[src/rtl/game_pkg.sv]
`default_nettype none
// ============================================================================
//  Module      : game_pkg
//  Description : Shared constants for the bomb game: game FSM and countdown
//                timer state encodings (3-bit), BCD digit width and the
//                bit offsets of each digit inside the 16-bit MM:SS word.
//  Revision    : 1.0 - initial release
// ============================================================================
package game_pkg;

    // BCD digit geometry of the MM:SS word {min tens, min ones, sec tens, sec ones}
    localparam int c_bcd_w        = 4;
    localparam int c_sec_ones_lsb = 0;
    localparam int c_sec_tens_lsb = 4;
    localparam int c_min_ones_lsb = 8;
    localparam int c_min_tens_lsb = 12;

    // Game FSM states
    localparam logic [2:0] c_game_idle     = 3'd0;
    localparam logic [2:0] c_game_armed    = 3'd1;
    localparam logic [2:0] c_game_won      = 3'd2;
    localparam logic [2:0] c_game_exploded = 3'd3;

    // Countdown timer states
    localparam logic [2:0] c_tmr_idle      = 3'd0;
    localparam logic [2:0] c_tmr_running   = 3'd1;
    localparam logic [2:0] c_tmr_frozen    = 3'd2;
    localparam logic [2:0] c_tmr_expired   = 3'd3;

endpackage
`default_nettype wire

[src/rtl/bcd_mmss_decrement.sv]
`default_nettype none
// ============================================================================
//  Module      : bcd_mmss_decrement
//  Description : Combinational MM:SS BCD minus-one with a zero flag.
//                Seconds ones wrap 0->9, seconds tens 0->5, minutes ones
//                0->9, minutes tens 0->9, each wrap borrowing from the next
//                digit up.
//  Ports       : i_value [15:0] - current MM:SS in BCD
//                o_value [15:0] - i_value minus one second
//                o_zero         - o_value is 00:00
//  Revision    : 1.0 - initial release
// ============================================================================
module bcd_mmss_decrement
    import game_pkg::*;
(
    input  logic [15:0] i_value,
    output logic [15:0] o_value,
    output logic        o_zero
);

    logic [c_bcd_w-1:0] w_so;
    logic [c_bcd_w-1:0] w_st;
    logic [c_bcd_w-1:0] w_mo;
    logic [c_bcd_w-1:0] w_mt;

    always_comb begin
        w_so = i_value[c_sec_ones_lsb +: c_bcd_w];
        w_st = i_value[c_sec_tens_lsb +: c_bcd_w];
        w_mo = i_value[c_min_ones_lsb +: c_bcd_w];
        w_mt = i_value[c_min_tens_lsb +: c_bcd_w];

        if (w_so != 4'd0) begin
            w_so = w_so - 4'd1;
        end else begin
            w_so = 4'd9;
            if (w_st != 4'd0) begin
                w_st = w_st - 4'd1;
            end else begin
                w_st = 4'd5;
                if (w_mo != 4'd0) begin
                    w_mo = w_mo - 4'd1;
                end else begin
                    w_mo = 4'd9;
                    // 00:00 is never decremented by the timer; wrap is harmless
                    w_mt = (w_mt != 4'd0) ? (w_mt - 4'd1) : 4'd9;
                end
            end
        end

        o_value = {w_mt, w_mo, w_st, w_so};
        o_zero  = (o_value == 16'h0000);
    end

endmodule
`default_nettype wire

[src/rtl/countdown_timer.sv]
`default_nettype none
// ============================================================================
//  Module      : countdown_timer
//  Description : Bomb countdown timer. A begin_timer pulse loads START_MIN:
//                START_SEC and starts a once-per-period BCD countdown; the
//                count freezes on stop_timer and raises a one-cycle
//                time_expired pulse on reaching 00:00.
//                Optional feature macro STRIKE_SPEEDUP_EN: each strike in
//                RUNNING halves the tick period (saturating at 4x speed).
//  Ports       : clock, reset (sync, active-high)
//                begin_timer, stop_timer, strike      - control inputs
//                timer_bcd[15:0]                       - MM:SS BCD
//                timer_running, tick, time_expired    - registered status
//  Revision    : 1.0 - initial release
// ============================================================================
module countdown_timer
    import game_pkg::*;
#(
    parameter int CLK_HZ    = 27_000_000,
    parameter int START_MIN = 5,
    parameter int START_SEC = 0
) (
    input  logic        clock,
    input  logic        reset,
    input  logic        begin_timer,
    input  logic        stop_timer,
    input  logic        strike,
    output logic [15:0] timer_bcd,
    output logic        timer_running,
    output logic        tick,
    output logic        time_expired
);

    // Prescaler only ever needs to reach CLK_HZ-1
    localparam int          c_pre_w     = (CLK_HZ > 1) ? $clog2(CLK_HZ) : 1;
    localparam logic [15:0] c_start_bcd = {4'(START_MIN / 10), 4'(START_MIN % 10),
                                           4'(START_SEC / 10), 4'(START_SEC % 10)};

    logic [2:0]         r_state;
    logic [2:0]         w_state_nxt;
    logic [15:0]        r_bcd;
    logic [15:0]        w_bcd_nxt;
    logic [c_pre_w-1:0] r_pre;
    logic [c_pre_w-1:0] w_pre_nxt;
    logic [c_pre_w-1:0] w_limit;
    logic               r_running;
    logic               r_tick;
    logic               w_tick_nxt;
    logic               r_expired;
    logic               w_expired_nxt;
    logic               w_load;
    logic [15:0]        w_dec_value;
    logic               w_dec_zero;

`ifdef STRIKE_SPEEDUP_EN
    logic [1:0]  r_strike;
    logic [1:0]  w_strike_nxt;
    logic [31:0] w_period;

    assign w_period = 32'(CLK_HZ) >> r_strike;
    assign w_limit  = (w_period == 32'd0) ? '0 : c_pre_w'(w_period - 32'd1);
`else
    logic w_unused_strike;

    assign w_unused_strike = strike;
    assign w_limit         = c_pre_w'(CLK_HZ - 1);
`endif

    bcd_mmss_decrement u_dec (
        .i_value (r_bcd),
        .o_value (w_dec_value),
        .o_zero  (w_dec_zero)
    );

    always_comb begin
        w_state_nxt   = r_state;
        w_bcd_nxt     = r_bcd;
        w_pre_nxt     = r_pre;
        w_tick_nxt    = 1'b0;
        w_expired_nxt = 1'b0;
        w_load        = 1'b0;
`ifdef STRIKE_SPEEDUP_EN
        w_strike_nxt  = r_strike;
`endif

        case (r_state)
            c_tmr_running: begin
                // stop wins over a coincident tick: no decrement, no beep
                if (stop_timer) begin
                    w_state_nxt = c_tmr_frozen;
                end else if (r_pre >= w_limit) begin
                    w_pre_nxt  = '0;
                    w_bcd_nxt  = w_dec_value;
                    w_tick_nxt = 1'b1;
                    if (w_dec_zero) begin
                        w_state_nxt   = c_tmr_expired;
                        w_expired_nxt = 1'b1;
                    end
                end else begin
                    w_pre_nxt = r_pre + c_pre_w'(1);
                end
`ifdef STRIKE_SPEEDUP_EN
                if (strike && (r_strike != 2'd2)) begin
                    w_strike_nxt = r_strike + 2'd1;
                end
`endif
            end
            c_tmr_idle, c_tmr_frozen, c_tmr_expired: begin
                w_load = begin_timer;
            end
            default: begin
                w_state_nxt = c_tmr_idle;
            end
        endcase

        if (w_load) begin
            w_state_nxt  = c_tmr_running;
            w_bcd_nxt    = c_start_bcd;
            w_pre_nxt    = '0;
`ifdef STRIKE_SPEEDUP_EN
            w_strike_nxt = 2'd0;
`endif
        end
    end

    always_ff @(posedge clock) begin
        if (reset) begin
            r_state   <= c_tmr_idle;
            r_bcd     <= c_start_bcd;
            r_pre     <= '0;
            r_running <= 1'b0;
            r_tick    <= 1'b0;
            r_expired <= 1'b0;
`ifdef STRIKE_SPEEDUP_EN
            r_strike  <= 2'd0;
`endif
        end else begin
            r_state   <= w_state_nxt;
            r_bcd     <= w_bcd_nxt;
            r_pre     <= w_pre_nxt;
            r_running <= (w_state_nxt == c_tmr_running);
            r_tick    <= w_tick_nxt;
            r_expired <= w_expired_nxt;
`ifdef STRIKE_SPEEDUP_EN
            r_strike  <= w_strike_nxt;
`endif
        end
    end

    assign timer_bcd     = r_bcd;
    assign timer_running = r_running;
    assign tick          = r_tick;
    assign time_expired  = r_expired;

endmodule
`default_nettype wire

[config.mk]
export PLATFORM = sky130hd
export DESIGN_NAME = countdown_timer
export DESIGN_NICKNAME = d
export VERILOG_FILES = /design/src/rtl/game_pkg.sv /design/src/rtl/bcd_mmss_decrement.sv /design/src/rtl/countdown_timer.sv
export SDC_FILE = /design/constraint.sdc
export NUM_CORES = 1
export LEC_CHECK = 0
export ABC_AREA = 0
export CORE_MARGIN = 8
export CORE_UTILIZATION = 51
export CTS_CLUSTER_DIAMETER = 80
export DETAILED_ROUTE_END_ITERATION = 8
export HOLD_SLACK_MARGIN = 0.1
export PLACE_DENSITY_LB_ADDON = 0.05
export SETUP_SLACK_MARGIN = 0.4
export SYNTH_ARGS = -nofsm -noshare
export SYNTH_HDL_FRONTEND = slang
export SYNTH_SLANG_ARGS = --single-unit
[constraint.sdc]
create_clock -name clock -period 1.9 [get_ports clock]
set_clock_uncertainty 0.05 [all_clocks]
set_input_delay 0.38 -clock clock [delete_from_list [all_inputs] [get_ports clock]]
set_output_delay 0.38 -clock clock [all_outputs]
set_load 0.01 [all_outputs]
; Yosys cells after proc, flatten, opt, wreduce, memory -nomap -nowiden
; Cells that the tools add are included.
[word_totals]
output_inout_bits = 19
ff_bits = 47
[classes]
n_bitwise = 3
order_cmp = 1
eq_ne = 4
n_reduce_logical = 12
mux = 19
add_sub_neg = 5
[ops]
columns = operator, count
row1 = 4-bit two-way mux, 10
row2 = "25-bit by 1-bit adder with 25-bit output, second input constant", 1
row3 = "25-bit greater-or-equal comparator, second input constant", 1
row4 = 25-bit two-way mux, 1
row5 = 16-bit logical NOT, 1
row6 = 4-bit nonzero test, 4
row7 = "4-bit by 1-bit subtractor with 4-bit output, second input constant", 4
row8 = 3-bit two-way mux, 4
row9 = "3-bit by 1-bit == test with 1-bit output, second input constant", 2
row10 = "3-bit by 2-bit == test with 1-bit output, second input constant", 2
row11 = 3-bit one-hot mux with 2 select lines, 1
row12 = 3-bit OR reduction, 2
row13 = 4-bit OR reduction, 1
row14 = 3-bit logical NOT, 1
row15 = 1-bit two-way mux, 3
row16 = 1-bit inverter, 3
row17 = 3-bit AND reduction, 1
row18 = 2-bit AND reduction, 1
row19 = 2-bit OR reduction, 1

; Logic depth before layout (Yosys ltp)
; Gate-level depths: netlist of the first run.
[depth]
ltp_word = 12
mapped_depth = 9
depth_no_buf = 8

; Modules after synthesis
; A second synthesis of the first run with hierarchy kept.
[hier_totals]
cells_unflattened = 282
area_unflattened_um2 = 2433.6
[by_module_without_submodules]
columns = module, area_per_inst_um2, seq_area_each_um2, cells_per_inst, instances
row1 = countdown_timer, 2033.2, 940.9, 225, 1
row2 = bcd_mmss_decrement, 400.4, 0.0, 57, 1

; Least setup slack after synthesis of the first run
; Ideal clock, no wire load.
[synth_timing]
path_type = reg2reg
from = register r_bcd[0] (netlist: timer_bcd[0])
to = register r_running (netlist: timer_running)
path_slack_ps = -260
setup_time_ps = 58
arrival_time_ps = 2052
required_time_ps = 1792
path_stages_with_launch = 9
synth_period_minus_slack_ps = 2160
path_buffers = 0
path_cell_list = dfxtp_1 -> inv_1 -> ha_1 -> nor3b_4 -> nand3b_4 -> mux2_4 -> o211a_1 -> a311o_1 -> nand2_1
[synth_via]
elab_chain_cells = 9
[synth_lines]
columns = element, line
row1 = from (decl), countdown_timer.sv:41  ; logic [15:0] r_bcd;
row2 = from (signal assigned), countdown_timer.sv:129  ; r_bcd <= c_start_bcd;
row3 = from (signal assigned), countdown_timer.sv:139  ; r_bcd <= w_bcd_nxt;
row4 = 4-bit by 1-bit subtractor with 4-bit output or 4-bit nonzero test (tied branches), "bcd_mmss_decrement.sv:33, bcd_mmss_decrement.sv:32"
row5 = 4-bit two-way mux, bcd_mmss_decrement.sv:32  ; if (w_so != 4'd0) begin
row6 = 16-bit logical NOT *, bcd_mmss_decrement.sv:51  ; o_zero = (o_value == 16'h0000);
row7 = 3-bit two-way mux *, countdown_timer.sv:95  ; if (w_dec_zero) begin
row8 = 3-bit two-way mux *, countdown_timer.sv:91  ; end else if (r_pre >= w_limit) begin
row9 = 3-bit two-way mux *, countdown_timer.sv:89  ; if (stop_timer) begin
row10 = 3-bit one-hot mux with 2 select lines *, countdown_timer.sv:86  ; case (r_state)
row11 = 3-bit two-way mux *, countdown_timer.sv:116  ; if (w_load) begin
row12 = 3-bit by 1-bit == test with 1-bit output *, countdown_timer.sv:141  ; r_running <= (w_state_nxt == c_tmr_running);
row13 = to (signal assigned), countdown_timer.sv:141
row14 = to (decl), countdown_timer.sv:46  ; logic r_running;
; Mark *: on every way between the ends. The rest lies on a longest branch, timed or not.
; A chain may end at the register's enable or synchronous reset.

; Final worst setup path of the first run
[layout_timing]
from = register r_pre[1]
to = register r_running (netlist: timer_running)
[layout_via]
elab_chain_cells = 6
[layout_lines]
columns = element, line
row1 = from (decl), countdown_timer.sv:43  ; logic [c_pre_w-1:0] r_pre;
row2 = from (signal assigned), countdown_timer.sv:140  ; r_pre <= w_pre_nxt;
row3 = 25-bit greater-or-equal comparator, countdown_timer.sv:91
row4 = 3-bit two-way mux, countdown_timer.sv:91
row5 = 3-bit two-way mux, countdown_timer.sv:89
row6 = 3-bit one-hot mux with 2 select lines, countdown_timer.sv:86
row7 = 3-bit two-way mux, countdown_timer.sv:116
row8 = 3-bit by 1-bit == test with 1-bit output, countdown_timer.sv:141
; Every way passes these cells.

==> results of run 1 <==
==> metrics by stage <==
stage / cells / TNS (ps) / area (µm²) / util, %
floorplan: 279 / -1160 / 2460 / -
global placement: 415 / -7700 / 3210 / 69.3
detailed placement: 415 / -9110 / 3210 / 69.3
CTS: 425 / -2930 / 3390 / 73.2
global route: 433 / -6080 / 3520 / 76.1
finish: 433 / -3230 / 3520 / 76.1
==> sequential cells by signal, summed over array words and instances (netlist names) <==
signal,count
r_pre,25
timer_running,1
time_expired,1
r_state,3
tick,1
timer_bcd,16
==> worst min-delay path: stages, from the launching register on <==
cell	delay, ps
dfxtp_1	350
nand2_1	70
mux2i_1	50
==> report_power, final <==
part           switching [mW]  leakage, nW  internal (mW)
Clock                   0.336       0.0612          0.426
Combinational          0.0466         1.00         0.0274
Sequential            0.00293        0.385          0.982
Total                   0.385         1.45           1.44
==> routing by layer <==
metal  global-route usage, %  vias to the layer above  share of wire (%)
met4                    5.34                        0                1.6
li1                        -                     1187                  -
met3                    3.02                        9                2.5
met2                    29.8                       43                 50
met5                       0                        -                  0
met1                    20.5                     1111                 46
==> final timing paths <==
kind / start / end / slack, ps / cells after the start
max: r_pre[1] / timer_running / -180 / 7
min: timer_bcd[14] / timer_bcd[14] / 460 / 2
max reg2reg: r_pre[1] / timer_running / -180 / 7
min reg2reg: timer_bcd[14] / timer_bcd[14] / 460 / 2
==> cell families (layout without fill, tap and decap cells) <==
logic type,count (synthesis),in the layout,share of synthesized area [%]
and+or+nand+nor,144,145,31.5
buffers and inverters,14,113,3.13
DFF,47,47,39.2
AOI/OAI and AO/OA,36,36,11.3
muxes,7,7,3.18
other,1,1,0.156
xor gates and xnor gates,27,27,9.86
adders and majority gates,3,3,1.57
==> area by class of cell <==
class	count	area, µm²	area share (%)
Multi-Input combinational cell	219	1550	43.8
Clock inverter	2	35.0	0.994
Timing Repair Buffer	100	807	22.9
Inverter	5	21.3	0.603
Sequential cell	47	966	27.4
Tap cell	54	67.6	1.92
Clock buffer	6	82.6	2.34
==> cell usage after synthesis, types with 2 or more instances <==
library cell	instances	area (µm²)
a211oi_1	2	15.0
o21ai_0	5	25.0
xor2_1	18	158
xnor2_1	9	78.8
nor4_1	3	18.8
a311o_1	2	20.0
o31ai_1	2	15.0
and2_1	2	12.5
nand2_1	24	90.1
ha_1	3	37.5
o211a_1	2	20.0
nor2_1	55	206
or4_1	3	22.5
a31o_2	2	17.5
nor4b_2	2	30.0
buf_2	2	10.0
dfxtp_1	47	941
nand4_1	7	43.8
nor3_1	6	30.0
a21oi_1	8	40.0
o2111ai_1	2	17.5
mux2i_1	5	50.1
and3_1	3	18.8
nand2b_1	3	18.8
buf_6	2	22.5
and2_2	2	15.0
inv_1	5	18.8
nand3_1	14	70.1
or3_1	5	31.3
nand3b_1	4	30.0
clkbuf_1	2	7.51
a311oi_1	2	17.5
==> repair_timing <==
| item | 4_1_cts | 5_1_grt |
|---|---|---|
| pin swaps | 4 | 11 |
| setup buffers | 2 | 7 |
| gates cloned | 0 | 1 |
| hold buffers | 0 | 0 |
| setup endpoints to repair | 64 | 55 |
| gates resized for setup | 45 | 36 |
==> key figures, run 1 <==
Floorplan
  • Total die area: 7150 µm²
  • Core area: 4630 µm²
  • Die span in x: 84.6 µm
  • Initial Utilization: 51.8%
  • Die Span Y: 84.6 µm
  • I/O pin total: 24
  • Row count: 25

Final layout
  • Most common cell after layout, fill and taps aside: buf_4
  • Antenna diodes: 0
  • Layout cells sized above 1: 39.8%
  • Commonest non-fill, non-tap cells in the layout: 72 x buf_4, 48 x nor2_1, 35 x dfxtp_1
  • Area Growth Syn to Fin: 47.0%
  • Nets: 386
  • Fillers: 348

Critical path
  • Critical Path AT: 2270 ps
  • Crit path launch type: flop
  • Most used cell, CP: a311o_1
  • Slowest CP cell: dfxtp_4
  • Crit-path max FO: 8
  • CP Cell Sequence: ha_4 > a211o_1 > a311o_1 > a31o_4 > o211a_1 > a311o_1 > nand2_1
  • Crit Path Category: reg -> reg
  • Worst Path Required: 2090 ps
  • Cell family with most CP delay: compound AO/OA/AOI/OAI gates
  • WP buf/inv: 0
  • Worst Setup End Kind: flop
  • CP peak stage delay: 370 ps

STA
  • RSZ-0062 raised after global routing: true
  • Final hold vios: 0
  • Achievable frequency: 0.482 GHz
  • # setup viols final: 41
  • Max-slew violation count: 0
  • Fin crit share: 109%
  • Minimum clock period: 2080 ps
  • Hold Slack: 463 ps
  • Setup ws final: -177 ps

Synthesis
  • Ys async rst share: 0%
  • Seq/Total Area, Yosys: 39.2%
  • Mapped Cells: 279
  • Top_reg_cell synth: dfxtp_1
  • Syn_nets: 287
  • Number of synthesized register bits: 47
  • Mapped Avg Cell Area: 8.59 µm²
  • Cell area after synthesis: 2400 µm²
  • EDFF count, synth: 0
  • Synth unique cells: 58
  • Syn. warnings: 0

Placed design
  • Dpl ws: -340 ps
  • Hpwl dp: 4310 µm
  • IO buf count: 22
  • Final Wtd Congestion: 0.860

Clock network
  • CTS sink cnt: 47
  • Worst-path clk slew: 90 ps
  • CTS tree: done
  • CTS root buf: clkbuf_8
  • Number of CTS-inserted buffers: 5
  • CTS H-Tree Depth: 2
  • Max clock buf depth: 2
  • Worst-Skew Late Latency: 300 ps

Route
  • DRT antenna net count: 0
  • Initial DRC count: 90
  • Drt drc: 0
  • Drt pass-1 iters: 4
  • WL/cell: 14.2 µm
  • Drt total wl: 6130 µm
  • DR vias/cell: 5.43
  • Routed via count: 2350

GRT
  • Total GRT Usage: 17.0%
  • Pin count of the biggest net entering global routing: 26
  • Global-route wire length before repair: 10100 µm
  • Number of global-route vias before repair: 2221
  • Initial antenna violation count: 0
  • Total grt overflow: 0

Power and ir drop
  • Pwr dens: 517 nW/µm²
  • Maximum VDD drop: 0.343 mV
  • Leak: 1.45 nW
  • Tot Pwr: 1.82 mW

Run status
  • Failing checks: setup timing
  • Outcome: finished with violations

Run
  • Max-cap violations: 0

Hold path
  • Hold Crit Class: reg -> reg
Note: power is estimated with default switching activity, not from simulation.
==> run 2, diff against run 1 <==
- CORE_UTILIZATION: 51 -> 56
- TNS_END_PERCENT: unset -> 10
- clock period: 1.9 -> 2 ns (I/O delays scaled with it)
==> run 2 against run 1 <==
  * Worst setup slack better by 130 ps
  * Die area down 7.3%
  * Critical path type unchanged
  * Design area decreased by 5.9%
  * Flip-flop and latch count did not move
  * The flow still finishes with violations (setup timing)
  * Largest cell class unchanged
==> key figures, run 2 (synthesis results as in run 1) <==
Final layout
  • Most common cell after layout, fill and taps aside: nor2_1
  • Nets: 362
  • Final Instance Area: 3320 µm²
  • Non-Filler Instances: 405
  • Most flops, register: r_pre
  • Antenna diodes: 0
  • Max FFs per register: 25
  • Area Growth Syn to Fin: 38.3%
  • Commonest non-fill, non-tap cells in the layout: 52 x nor2_1, 50 x buf_4, 37 x dfxtp_1
  • Layout cells sized above 1: 30.7%

Placed design
  • Placed cell areas: 3040 µm²
  • Final Wtd Congestion: 0.936
  • IO buf count: 22
  • Dpl cells: 393
  • Hpwl dp: 4150 µm

GRT
  • Number of global-route vias before repair: 2208
  • Global-route wire length before repair: 9950 µm
  • Total GRT Usage: 18.9%
  • Pin count of the biggest net entering global routing: 15
  • Initial antenna violation count: 0
  • Total grt overflow: 0

Hold path
  • Hold Crit Class: reg -> reg

Floorplan
  • Die span in x: 81.4 µm
  • I/O pin total: 24
  • Initial Utilization: 59.1%
  • Row count: 23
  • Die Span Y: 81.4 µm
  • Total die area: 6630 µm²
  • Core area: 4060 µm²

Clock network
  • CTS H-Tree Depth: 2
  • Number of CTS-inserted buffers: 5
  • CTS tree: done
  • Max clock buf depth: 2
  • Worst-Skew Late Latency: 300 ps
  • CTS root buf: clkbuf_8
  • CTS sink cnt: 47
  • Worst-path clk slew: 80 ps

Run status
  • Failing checks: setup timing
  • Outcome: finished with violations

STA
  • Worst Max-Slew Pin Slew: 614 ps
  • Slew HR: 59.0%
  • Achievable frequency: 0.488 GHz
  • Setup Total Neg Slack: -110 ps
  • RSZ-0062 raised after global routing: true
  • Final hold vios: 0
  • Setup ws final: -47.4 ps
  • Fin crit share: 102%
  • # setup viols final: 9
  • Minimum clock period: 2050 ps
  • Max-slew violation count: 0

Run
  • Max-cap violations: 0

Route
  • Drt pass-1 iters: 5
  • DRT antenna net count: 0
  • Routed via count: 2286
  • DR vias/cell: 5.64
  • WL/cell: 15.2 µm
  • Drt total wl: 6160 µm
  • Drt drc: 0
  • Initial DRC count: 116

Power and ir drop
  • Leak: 1.39 nW
  • Maximum VDD drop: 0.310 mV
  • Pwr dens: 507 nW/µm²

Critical path
  • Setup slack, reg-to-reg: -50 ps
  • Critical Path AT: 2250 ps
  • Worst Path Required: 2200 ps
  • Crit path launch type: flop
  • Worst Setup End Kind: flop
  • Crit-path max FO: 8
  • Crit Path Category: reg -> reg
-- run 2: layout make-up --
type	instances	area (µm²)
Clock inverter	1	5.00
Clock buffer	7	108
Timing Repair Buffer	76	633
Tap cell	50	62.6
Inverter	5	21.3
Fill cell	275	742
Multi-Input combinational cell	219	1530
Sequential cell	47	958
-- run 2: stage by stage --
stage	power [mW]	utilization [%]	hold slack, ps	worst slack, ps
final	1.68	81.7	445	-47.4
after global routing	1.75	81.7	490	-101
after global placement	1.02	74.8	434	-158
after detailed placement	1.02	74.8	446	-189
after floorplan	0.997	-	409	18.9
after CTS	1.70	79.5	450	-36.1
-- run 2: worst max-delay path: stages (launching register included) --
cell	delay [ps]
dfxtp_2	360
ha_4	160
a211o_1	230
a311o_1	350
a31o_4	310
o211a_1	160
a311o_1	320
nand2_1	60
-- run 2: final timing paths --
path                   end     startpoint  cells after the start
max          timer_running       r_pre[1]                      7
min          timer_bcd[14]  timer_bcd[14]                      2
max reg2reg  timer_running       r_pre[1]                      7
min reg2reg  timer_bcd[14]  timer_bcd[14]                      2
-- run 2: timing repair --
action                     CTS  global route
cloned                       1             0
hold buffers                 0             0
resized for setup           36            18
pin swaps                   11             2
setup endpoints to repair   64            51
buffers inserted             1             2
-- run 2: metal layers --
metal	up-vias	wire [µm]	track usage, %
met3	17	219	3.71
li1	1136	-	-
met4	0	125	6.07
met1	1074	2610	21.8
met5	-	0	0
met2	59	3210	34.0
-- run 2: report_power, final --
group          leakage (nW)  switching (mW)  internal (mW)
combinational         0.945          0.0429         0.0263
clock                0.0594           0.319          0.354
sequential            0.385         0.00378          0.936
